## src/rtl/setting_core_pkg.sv

```systemverilog
// Shared constants and types for the note-button remapping core.
package setting_core_pkg;

    localparam int unsigned NUM_KEYS = 8;
    localparam int unsigned IDX_W    = 3;

    // Entry K holds the physical button index assigned to logical note K.
    typedef logic [NUM_KEYS-1:0][IDX_W-1:0] key_map_t;

    // In-progress session map; the eighth entry is never stored because the
    // eighth press commits directly.
    typedef logic [NUM_KEYS-2:0][IDX_W-1:0] work_map_t;

    localparam key_map_t IDENTITY_MAP = {
        3'd7, 3'd6, 3'd5, 3'd4, 3'd3, 3'd2, 3'd1, 3'd0
    };

    localparam logic [IDX_W-1:0] LAST_SLOT = IDX_W'(NUM_KEYS - 1);

endpackage

```

## src/rtl/setting_core_onehot_enc.sv

```systemverilog
// One-hot to binary encoder; valid_c only when exactly one input bit is set.
module onehot_enc
    import setting_core_pkg::*;
(
    input  logic [NUM_KEYS-1:0] vec,
    output logic [IDX_W-1:0]    idx_c,
    output logic                valid_c
);

    always_comb begin
        idx_c = '0;
        for (int unsigned i = 0; i < NUM_KEYS; i++) begin
            if (vec[i]) begin
                idx_c = IDX_W'(i);
            end
        end
    end

    // Clearing the lowest set bit leaves zero only for a single-bit vector.
    assign valid_c = (vec != '0) && ((vec & (vec - NUM_KEYS'(1))) == '0);

endmodule

```

## src/rtl/setting_core.sv

```systemverilog
// Button-to-note remapping: records a press session into a working map and
// commits it atomically on the eighth distinct button.
module setting_core
    import setting_core_pkg::*;
(
    input  logic                slow_clk,
    input  logic                rst_n,
    input  logic [NUM_KEYS-1:0] pose_buts,
    input  logic                pose_esc,
    output logic [IDX_W-1:0]    perm0,
    output logic [IDX_W-1:0]    perm1,
    output logic [IDX_W-1:0]    perm2,
    output logic [IDX_W-1:0]    perm3,
    output logic [IDX_W-1:0]    perm4,
    output logic [IDX_W-1:0]    perm5,
    output logic [IDX_W-1:0]    perm6,
    output logic [IDX_W-1:0]    perm7,
    output logic [IDX_W-1:0]    setting_cnt
);

    key_map_t            commit_q, commit_d;
    work_map_t           work_q,   work_d;
    logic [NUM_KEYS-1:0] used_q,   used_d;
    logic [IDX_W-1:0]    cnt_q,    cnt_d;

    logic [IDX_W-1:0]    key_idx_c;
    logic                key_onehot_c;
    logic                press_ok_c;

    onehot_enc u_enc (
        .vec     (pose_buts),
        .idx_c   (key_idx_c),
        .valid_c (key_onehot_c)
    );

    // Already-used buttons are rejected so the committed map stays a permutation.
    assign press_ok_c = !pose_esc && key_onehot_c && !used_q[key_idx_c];

    always_comb begin
        commit_d = commit_q;
        work_d   = work_q;
        used_d   = used_q;
        cnt_d    = cnt_q;

        if (pose_esc) begin
            work_d = '0;
            used_d = '0;
            cnt_d  = '0;
        end else if (press_ok_c) begin
            if (cnt_q == LAST_SLOT) begin
                commit_d = {key_idx_c, work_q};
                work_d   = '0;
                used_d   = '0;
                cnt_d    = '0;
            end else begin
                work_d[cnt_q]     = key_idx_c;
                used_d[key_idx_c] = 1'b1;
                cnt_d             = cnt_q + IDX_W'(1);
            end
        end
    end

    always_ff @(posedge slow_clk) begin
        if (rst_n) begin
            commit_q <= IDENTITY_MAP;
            work_q   <= '0;
            used_q   <= '0;
            cnt_q    <= '0;
        end else begin
            commit_q <= commit_d;
            work_q   <= work_d;
            used_q   <= used_d;
            cnt_q    <= cnt_d;
        end
    end

    assign perm0       = commit_q[0];
    assign perm1       = commit_q[1];
    assign perm2       = commit_q[2];
    assign perm3       = commit_q[3];
    assign perm4       = commit_q[4];
    assign perm5       = commit_q[5];
    assign perm6       = commit_q[6];
    assign perm7       = commit_q[7];
    assign setting_cnt = cnt_q;

endmodule

```

## config.mk

```make
export PLATFORM = sky130hd
export DESIGN_NAME = setting_core
export DESIGN_NICKNAME = d
export VERILOG_FILES = /design/src/rtl/setting_core_pkg.sv /design/src/rtl/setting_core_onehot_enc.sv /design/src/rtl/setting_core.sv
export SDC_FILE = /design/constraint.sdc
export NUM_CORES = 1
export LEC_CHECK = 0
export BUFFER_PORTS_ARGS = -buffer_cell sky130_fd_sc_hd__buf_2
export CORE_AREA = 3 3 83 85
export CTS_CLUSTER_DIAMETER = 120
export DETAILED_ROUTE_END_ITERATION = 12
export DIE_AREA = 0 0 86 88
export GPL_TIMING_DRIVEN = 0
export PLACE_DENSITY_LB_ADDON = 0.12
export SLEW_MARGIN = 40
export SYNTH_ARGS = -nofsm -noshare
export SYNTH_HDL_FRONTEND = slang
export SYNTH_SLANG_ARGS = --single-unit
```

## constraint.sdc

```tcl
create_clock -name slow_clk -period 7.1 [get_ports slow_clk]
set_clock_uncertainty 0.05 [all_clocks]
set_input_delay 1.42 -clock slow_clk [delete_from_list [all_inputs] [get_ports slow_clk]]
set_output_delay 1.42 -clock slow_clk [all_outputs]
set_load 0.01 [all_outputs]
```

==> results_dict.tcl, run 1 <==
set metrics [dict create \
    status "completed" \
    htreeDepth 2 \
    setup_viol 0 \
    area_growth_pct 13.0 \
    criticalPathCategory "input pin to flip-flop" \
    die_h_um 88 \
    fp-row-count 29 \
    cp_cell_sequence "buf_2, or2_2, o21ai_1, a32oi_2, nor4_4, buf_6, mux2i_1" \
    p_leak_nw 1.04 \
    die_area_sq_um 7570 \
    overflow 0 \
    final.setup.tns_ns 0 \
    syn_area_per_cell_sq_um 9.09 \
    min_from "work_q[18]$_SDFFE_PP0P_" \
    insertion_delay_ns 0.31 \
    synth-seq-cells 56 \
    fin_nets 363 \
    r2r-end "work_q[4]$_SDFFE_PP0P_" \
    yosysSeqAreaShare_pct 40.2 \
    r2r_cells 4 \
    yosys.area_share.simple_pct 27.7 \
    cts.sinks 56 \
    grt_pass1_vias 2208 \
    start_kind "input pin" \
    reg2reg_slack_ns 4.76 \
    synth_edf_count 0 \
    finalCoreUtilization_pct 50.3 \
    layout.cells.non_filler 428 \
    synth_top_family_by_area "simple AND/OR/NAND/NOR gates" \
    post-place-ws_ns 3.31 \
    synth_ff_type "dfxtp_1" \
    cpMaxStageDelayCell "nor4_4" \
    async_reset_ff_share_pct 0 \
    max_clock_freq_mhz 288 \
    finalHoldViolCount 0 \
    post_cts_buffers 0 \
    postRouteAntennaNets 0 \
    dp_hpwl_um 5140 \
    synth_compound_area_share_pct 15.1 \
    yosys.area_share.xor_xnor_pct 0 \
    grt_max_degree 17 \
    cts_tree "yes" \
    p_per_area_nw_per_um2 167 \
    drv_cap 0 \
    finalCritPeriodShare_pct 48.9 \
    wl_um 6900 \
    root_buffer "clkbuf_8" \
    period_minus_slack_ns 3.47 \
    irDropWorstVdd_mv 0.0801 \
    drtIter0Drc 137 \
    place_congestion 0.942 \
    whs_ns 0.417 \
    portBuffers 36 \
    yosysWarningCount 0 \
    drtPass1Iterations 4 \
    cts_resized 0 \
    synth_fa_ha_area_share_pct 1.26 \
    slew_headroom_pct 43.7 \
    cp_max_fo 10 \
    via_per_inst 5.60 \
    syn_area_sq_um 2790 \
    wl_per_cell_um 16.1 \
    core_sq_um 6280 \
    grt_use_total_pct 18.5 \
    worstPathRequired_ns 7.29 \
    drc_errors 0 \
    rsz0062_at_grt "false" \
    antenna_found_initial 0 \
    syn_nets 320 \
    worst_slew_pin_slew_ns 0.823 \
    hold_depth 2 \
    grt_first_pass_wirelength_um 11100 \
    synthCells 307 \
    cts_hold_buf 0 \
    die_x_um 86 \
    min-delay-path-class "flip-flop to flip-flop" \
    hold_end "work_q[18]$_SDFFE_PP0P_" \
    start_util_pct 44.5 \
    placedCellCount 420 \
    crit_arrival_ns 3.66 \
    synthMuxAreaShare_pct 10.8 \
    routed-via-count 2397 \
    layout_setup_ws_ns 3.63 \
    synth_cell_types 48 \
    drive_gt1_share_pct 19.9 \
    cts_buffers 5 \
    path_clk_slew_ns 0.10 \
    n_antenna_cell 0 \
    r2r_start "setting_cnt[0]$_SDFFE_PP0P_" \
    io_pins 38 \
    cts_max_path_buffers 2 \
    crit_path_max_incr_delay_ns 0.56 \
    drv_slew 0 \
    critPathCaptureType "flip-flop" \
]
-- sequential cells by signal, summed over array words and instances (netlist names) --
register,count
setting_cnt,3
perm0,3
perm1,3
perm6,3
perm3,3
perm2,3
work_q,21
perm5,3
perm4,3
perm7,3
used_q,8
-- critical path: cells and delay by family --
family	cells	cell delay, ns
muxes	1	0.20
buffers and inverters	2	0.38
AOI/OAI and AO/OA	2	0.77
and+or+nand+nor	2	0.88
-- kinds of logic (layout without fill, tap and decap cells) --
group | Yosys count | after routing
AOI/OAI and AO/OA | 53 | 53
DFF | 56 | 56
and+or+nand+nor | 140 | 140
buffers and inverters | 25 | 69
muxes | 30 | 30
adders and majority gates | 3 | 3
-- report_power, final --
group / switching (mW) / leakage, nW / internal [mW]
Sequential: 0.0000680 / 0.451 / 0.314
Combinational: 0.0277 / 0.549 / 0.0123
Clock: 0.102 / 0.0424 / 0.0708
-- synth_stat cells (all sizes together), types with 2 or more instances --
cell     count  area share, %
a2111oi      6            1.9
a21oi        3           0.54
a31oi        6            1.6
a32o         4            1.4
a41oi        2           0.63
and3         2           0.45
buf          7            2.6
clkbuf      14            1.9
dfxtp       56             40
ha           2           0.90
inv          4           0.54
mux2i       30             11
nand2       31            4.2
nand2b      26            5.8
nand3        3           0.72
nand3b       3           0.81
nand4        9            2.0
nand4b       2           0.63
nor2        33            4.4
nor3        17            4.5
nor4         6            2.1
o21a         2           0.54
o21ai       14            2.5
o22ai        3           0.67
o32ai        4            1.3
or2          3           0.67
-- worst max-delay path by stage --
| stage | depth (start not counted) | end | slack (ns) | start |
|---|---|---|---|---|
| 6_report | 7 | perm4[2]$_SDFFE_PP1P_ | 3.63 | pose_buts[4] |
| 3_5_place_dp | 7 | perm7[2]$_SDFFE_PP1P_ | 3.31 | pose_buts[4] |
| 2_1_floorplan | 9 | used_q[3]$_SDFFE_PP0P_ | 3.65 | pose_buts[5] |
| 4_1_cts | 7 | perm4[2]$_SDFFE_PP1P_ | 3.64 | pose_buts[4] |
| 3_3_place_gp | 6 | work_q[4]$_SDFFE_PP0P_ | 3.26 | pose_buts[4] |
| 5_1_grt | 7 | work_q[10]$_SDFFE_PP0P_ | 3.49 | pose_buts[1] |
-- cell usage in the layout, fill, tap and decap left out, types with 8 or more instances in the layout --
cell	count
buf_2	37
clkbuf_1	16
dfxtp_1	56
mux2i_1	30
nand2_1	31
nand2b_1	26
nand4_1	9
nor2_1	33
nor3_1	9
nor3_2	8
o21ai_0	11
-- area by class of cell --
cell class	instances	area (sq um)
buffer	21	125
clock buffer	7	76.3
clock inverter	1	8.76
fill	642	3120
inverter	4	15.0
multi-input combinational	226	1530
sequential	56	1120
tap	77	96.3
timing repair buffer	36	180
-- per-stage QoR --
step                      power [mW]  cell area (sq um)
final                          0.526               3160
after global routing           0.547               3160
after CTS                      0.532               3150
after detailed placement       0.361               3070
after global placement         0.361               3070
after floorplan                0.347               2790
-- routing by layer --
layer	track usage (%)	wire, um	share of wire, %
met5	0	0	0
met1	25.1	3350	49
met3	3.57	281	4.1
met2	30.2	3190	46
met4	5.18	76	1.1
Note: power is estimated with default switching activity, not from simulation.
==> run 2, diff against run 1 <==
--- a/config.mk
+++ b/config.mk
@@ -5,11 +5,12 @@
 export SDC_FILE = /design/constraint.sdc
 export NUM_CORES = 1
 export LEC_CHECK = 0
+export ABC_AREA = 1
 export BUFFER_PORTS_ARGS = -buffer_cell sky130_fd_sc_hd__buf_2
-export CORE_AREA = 3 3 83 85
+export CORE_AREA = 3 3 80 82
 export CTS_CLUSTER_DIAMETER = 120
 export DETAILED_ROUTE_END_ITERATION = 12
-export DIE_AREA = 0 0 86 88
+export DIE_AREA = 0 0 83 85
 export GPL_TIMING_DRIVEN = 0
 export PLACE_DENSITY_LB_ADDON = 0.12
 export SLEW_MARGIN = 40
==> constraint.sdc (replaced) <==
create_clock -name slow_clk -period 3.3 [get_ports slow_clk]
set_clock_uncertainty 0.05 [all_clocks]
set_input_delay 0.66 -clock slow_clk [delete_from_list [all_inputs] [get_ports slow_clk]]
set_output_delay 0.66 -clock slow_clk [all_outputs]
set_load 0.01 [all_outputs]
==> results_dict.tcl, run 2 <==
set metrics [dict create \
    drv_cap 0 \
    drc_errors 0 \
    async_reset_ff_share_pct 0 \
    worst_slew_pin_slew_ns 0.580 \
    post_cts_buffers 0 \
    synthCells 393 \
    grt_first_pass_wirelength_um 10500 \
    yosysWarningCount 0 \
    die_area_sq_um 7060 \
    synth_ff_type "dfxtp_1" \
    drv_slew 0 \
    synth_cell_types 19 \
    postRouteAntennaNets 0 \
    start_kind "input pin" \
    crit_path_max_incr_delay_ns 0.24 \
    drtIter0Drc 123 \
    synth-seq-cells 56 \
    cts_hold_buf 0 \
    path_clk_slew_ns 0.09 \
    p_leak_nw 1.46 \
    cts_max_path_buffers 2 \
    io_pins 38 \
    setup_viol 0 \
    htreeDepth 2 \
    final_cell_mix "112 x nand2_1, 58 x nor2_1, 56 x dfxtp_1" \
    drtPass1Iterations 4 \
    cp_cell_sequence "buf_2, nor2_1, inv_1, nor2_1, nand3_1, nand2_1, inv_1, nand2_1, nor2_4, nand3_2, buf_6, buf_2, nand2_1, nand3_1" \
    netlist_top_cells_area "dfxtp_1 43%, nand2_1 16%, nor2_1 8.4%" \
    routed-via-count 2501 \
    period_minus_slack_ns 2.13 \
    yosysTopAreaCell "dfxtp_1" \
    n_fill_cell 608 \
    core_sq_um 5820 \
    layout_commonest_cell "nand2_1" \
    fin_nets 450 \
    top_register "work_q" \
    cp_max_fo 10 \
    largest_register_ff_count 21 \
    grt_use_total_pct 17.8 \
    grt_max_degree 17 \
    root_buffer "clkbuf_8" \
    cts_tree "yes" \
    wl_per_cell_um 11.7 \
    max_clock_freq_mhz 471 \
    slew_headroom_pct 61.3 \
    die_x_um 83 \
    antenna_found_initial 0 \
    irDropWorstVdd_mv 0.187 \
    synth_most_common_cell "nand2_1" \
    insertion_delay_ns 0.31 \
    rsz0062_at_grt "false" \
    area_growth_pct 14.3 \
    cpMaxStageDelayCell "nor2_1" \
    n_antenna_cell 0 \
    syn_area_sq_um 2600 \
    cp_common_cell "nand2_1" \
    final.setup.tns_ns 0 \
    grt_pass1_vias 2247 \
    worstPathRequired_ns 3.50 \
    path_buf_inv 5 \
    syn_nets 406 \
    die_h_um 85 \
    status "completed" \
    wl_um 6000 \
    netlist.area_leader.share_pct 43.1 \
    criticalPathCategory "input pin to flip-flop" \
    portBuffers 37 \
    overflow 0 \
    reg_top3 "work_q x21, used_q x8" \
    critical-path-top-delay-family "simple AND/OR/NAND/NOR gates" \
    drive_gt1_share_pct 14.6 \
    synth_commonest_cells "112 x nand2_1, 58 x nor2_1, 56 x dfxtp_1, 48 x inv_1" \
    syn_area_per_cell_sq_um 6.61 \
    fp-row-count 28 \
    cts_buffers 5 \
    dp_hpwl_um 4360 \
    p_per_area_nw_per_um2 383 \
    via_per_inst 4.88 \
    critPathCaptureType "flip-flop" \
    whs_ns 0.406 \
    place_congestion 0.840 \
    finalHoldViolCount 0 \
    start_util_pct 44.7 \
    finalCritPeriodShare_pct 64.4 \
    cts_resized 0 \
    crit_arrival_ns 2.33 \
    yosysSeqAreaShare_pct 43.1 \
    synth_edf_count 0 \
    min-delay-path-class "flip-flop to flip-flop" \
    cts.sinks 56 \
]
## run 2: changes by cell type after synthesis, moves of 7 or more
cell,change
nand2_1,+81
inv_1,+44
mux2i_1,-30
nand3_1,+30
a21oi_1,+29
nand2b_1,-26
nor2_1,+25
nor3_1,-9
nand4_1,+8
nor3_2,-8
clkbuf_1,-7
## run 2: cell families after synthesis
kind of cell | synth area share, %
AO/OA/AOI/OAI | 7.90
flip-flops | 43.1
adder cells (fa/ha/maj) | 0.963
AND/OR/NAND/NOR | 37.2
buffers and inverters | 10.8
## run 2: path summary, 6_finish.rpt
check | from | endpoint | slack (ns) | cells past startpoint
worst max-delay path | pose_buts[6] | perm7[2]$_SDFFE_PP1P_ | 1.17 | 14
worst min-delay path | used_q[2]$_SDFFE_PP0P_ | used_q[2]$_SDFFE_PP0P_ | 0.41 | 2
worst max register to register | setting_cnt[0]$_SDFFE_PP0P_ | work_q[7]$_SDFFE_PP0P_ | 1.21 | 9
worst min register to register | used_q[2]$_SDFFE_PP0P_ | used_q[2]$_SDFFE_PP0P_ | 0.41 | 2
## run 2: through the flow
| stage | power (mW) | instances | setup WS (ns) | util [%] | cell area (sq um) |
|---|---|---|---|---|---|
| after CTS | 1.15 | 513 | 1.18 | 51.1 | 2970 |
| after detailed placement | 0.762 | 505 | 0.852 | 49.5 | 2880 |
| after global placement | 0.762 | 505 | 0.879 | 49.5 | 2880 |
| final | 1.14 | 513 | 1.17 | 51.1 | 2970 |
| after floorplan | 0.737 | 393 | 1.24 | - | 2600 |
| after global routing | 1.19 | 513 | 0.947 | 51.1 | 2970 |
## run 2: final cells by class
class	count	area, sq um	share of cell area (%)
Timing Repair Buffer	37	185	6.23
Clock buffer	7	86.3	2.91
Clock inverter	1	7.51	0.253
Tap cell	75	93.8	3.16
Sequential cell	56	1120	37.7
Multi-Input combinational cell	270	1200	40.3
Buffer	16	88.8	2.99
Inverter	51	191	6.44
## run 2: worst min-delay path, stage by stage (launching register included)
cell and delay [ns]:
dfxtp_1 0.32, inv_1 0.05, a21oi_1 0.05
## run 2: per-layer routing
layer	track usage (%)	vias up	routed length, um
met5	0	-	0
met4	4.46	0	62
met3	3.88	7	317
met2	28.2	52	2610
met1	24.8	1121	3010
li1	-	1321	-
## run 2: power breakdown
part           switching (mW)  total (mW)  internal (mW)
Clock                   0.221       0.392          0.171
Sequential           0.000250       0.676          0.675
Combinational          0.0522      0.0711         0.0189
==> run 3, diff against run 2 <==
==> constraint.sdc (replaced) <==
create_clock -name slow_clk -period 1.7 [get_ports slow_clk]
set_clock_uncertainty 0.05 [all_clocks]
set_input_delay 0.34 -clock slow_clk [delete_from_list [all_inputs] [get_ports slow_clk]]
set_output_delay 0.34 -clock slow_clk [all_outputs]
set_load 0.01 [all_outputs]
==> results_dict.tcl, run 3 (synthesis gave the netlist of run 2 again) <==
set metrics [dict create \
    htreeDepth 2 \
    final_cell_mix "94 x nand2_1, 54 x dfxtp_1, 47 x nor2_1" \
    setup_viol 0 \
    period_minus_slack_ns 1.69 \
    postRouteAntennaNets 0 \
    drv_cap 0 \
    top_register "work_q" \
    criticalPathCategory "input pin to flip-flop" \
    drtPass1Iterations 4 \
    dp_hpwl_um 4300 \
    post_dp_cell_area_sq_um 2910 \
    r2r_start "setting_cnt[0]$_SDFFE_PP0P_" \
    io_pins 38 \
    n_antenna_cell 0 \
    worstPathRequired_ns 1.86 \
    portBuffers 37 \
    grt_max_degree 18 \
    cts_tree "yes" \
    whs_ns 0.285 \
    core_sq_um 5820 \
    hold_depth 3 \
    die_h_um 85 \
    finalHoldViolCount 0 \
    min_from "pose_buts[7]" \
    grt_first_pass_wirelength_um 10300 \
    irDropWorstVdd_mv 0.281 \
    cp_max_fo 8 \
    slew_headroom_pct 61.0 \
    rsz0062_at_grt "true" \
    grt_use_total_pct 17.6 \
    drtIter0Drc 127 \
    routed-via-count 2522 \
    path_clk_slew_ns 0.09 \
    critPathCaptureType "flip-flop" \
    die_area_sq_um 7060 \
    crit_arrival_ns 1.84 \
    reg_top3 "work_q x21, used_q x8" \
    cts_hold_buf 0 \
    area_growth_pct 28.8 \
    layout_commonest_cell "nand2_1" \
    cts.sinks 56 \
    place_congestion 0.890 \
    p_total_mw 2.25 \
    p_leak_nw 1.56 \
    drc_errors 0 \
    finalCritPeriodShare_pct 99.3 \
    cts_max_path_buffers 2 \
    status "completed" \
    worst_slew_pin_slew_ns 0.585 \
    root_buffer "clkbuf_8" \
    fp-row-count 28 \
    final.setup.tns_ns 0 \
    largest_register_ff_count 21 \
    drive_gt1_share_pct 26.4 \
    p_per_area_nw_per_um2 673 \
    wl_um 6210 \
    die_x_um 83 \
    via_per_inst 4.86 \
    insertion_delay_ns 0.31 \
    drv_slew 0 \
    cts_buffers 5 \
    fin_nets 456 \
    max_clock_freq_mhz 592 \
    start_kind "input pin" \
    antenna_found_initial 0 \
    overflow 0 \
    min-delay-path-class "input pin to flip-flop" \
    grt_pass1_vias 2307 \
    startpoint "pose_buts[6]" \
    start_util_pct 44.7 \
    fin_area_sq_um 3350 \
    wl_per_cell_um 12.0 \
    n_fill_cell 582 \
    r2r_cells 7 \
]
## run 3: cell count changes in the layout (fill, tap and decap cells not counted), sizes merged
cell	previous run	this run
inv	51	52
buf	46	51
clkinv	0	1
clkinvlp	1	0
## run 3: metal layers
metal  GRT usage, %  vias to the layer above  wire, um  part of all wire [%]
met3           2.72                        8       313                   5.0
met5              0                        -         0                     0
met4           6.84                        0        85                   1.4
li1               -                     1340         -                     -
met2           29.0                       56      2810                    45
met1           23.3                     1118      2990                    48
## run 3: power breakdown
| group | total (mW) | switching [mW] | leakage (nW) | internal (mW) |
|---|---|---|---|---|
| Clock | 0.762 | 0.428 | 0.0516 | 0.334 |
| Sequential | 1.31 | 0.000583 | 0.453 | 1.31 |
| Combinational | 0.182 | 0.124 | 1.06 | 0.0572 |
| Total | 2.25 | 0.553 | 1.56 | 1.70 |
## run 3: critical path, stage by stage
cell and delay [ns]:
buf_2 0.16, nor2_4 0.06, nand2_1 0.17, o21ai_1 0.10, nor2_1 0.11, nand2_1 0.11
nor2_4 0.22, nand3_4 0.11, buf_12 0.17, clkbuf_16 0.15, nor2_1 0.09, nor2_1 0.05
## run 3: area by class of cell
type | instances | area [sq um] | area share, %
Multi-Input combinational cell | 270 | 1400 | 41.8
Sequential cell | 56 | 1130 | 33.6
Timing Repair Buffer | 44 | 315 | 9.42
Inverter | 51 | 191 | 5.72
Buffer | 15 | 124 | 3.70
Tap cell | 75 | 93.8 | 2.80
Clock buffer | 6 | 82.6 | 2.47
Clock inverter | 2 | 13.8 | 0.411
## run 3: worst paths after layout
kind                                  end  slack (ns)
hold / removal     used_q[7]$_SDFFE_PP0P_        0.28
hold reg to reg    used_q[3]$_SDFFE_PP0P_        0.41
setup reg to reg  work_q[18]$_SDFFE_PP0P_        0.08
setup / recovery    perm5[1]$_SDFFE_PP0P_        0.01
## run 3: what timing repair did
| item | in CTS | in global routing |
|---|---|---|
| pin swaps | 4 | 26 |
| endpoints found under the setup margin | 43 | 55 |
| cloned | 0 | 2 |
| resized for setup | 14 | 67 |
| buffers inserted | 2 | 3 |
## run 3: per-stage QoR
| stage | std cells | setup WS [ns] | util [%] |
|---|---|---|---|
| finish | 519 | 0.0119 | 57.6 |
| global route | 519 | -0.0966 | 57.6 |
| CTS | 514 | 0.0222 | 52.7 |
| detailed placement | 505 | -0.373 | 50.0 |
| global placement | 505 | -0.371 | 50.0 |
| floorplan | 393 | -0.000368 | - |
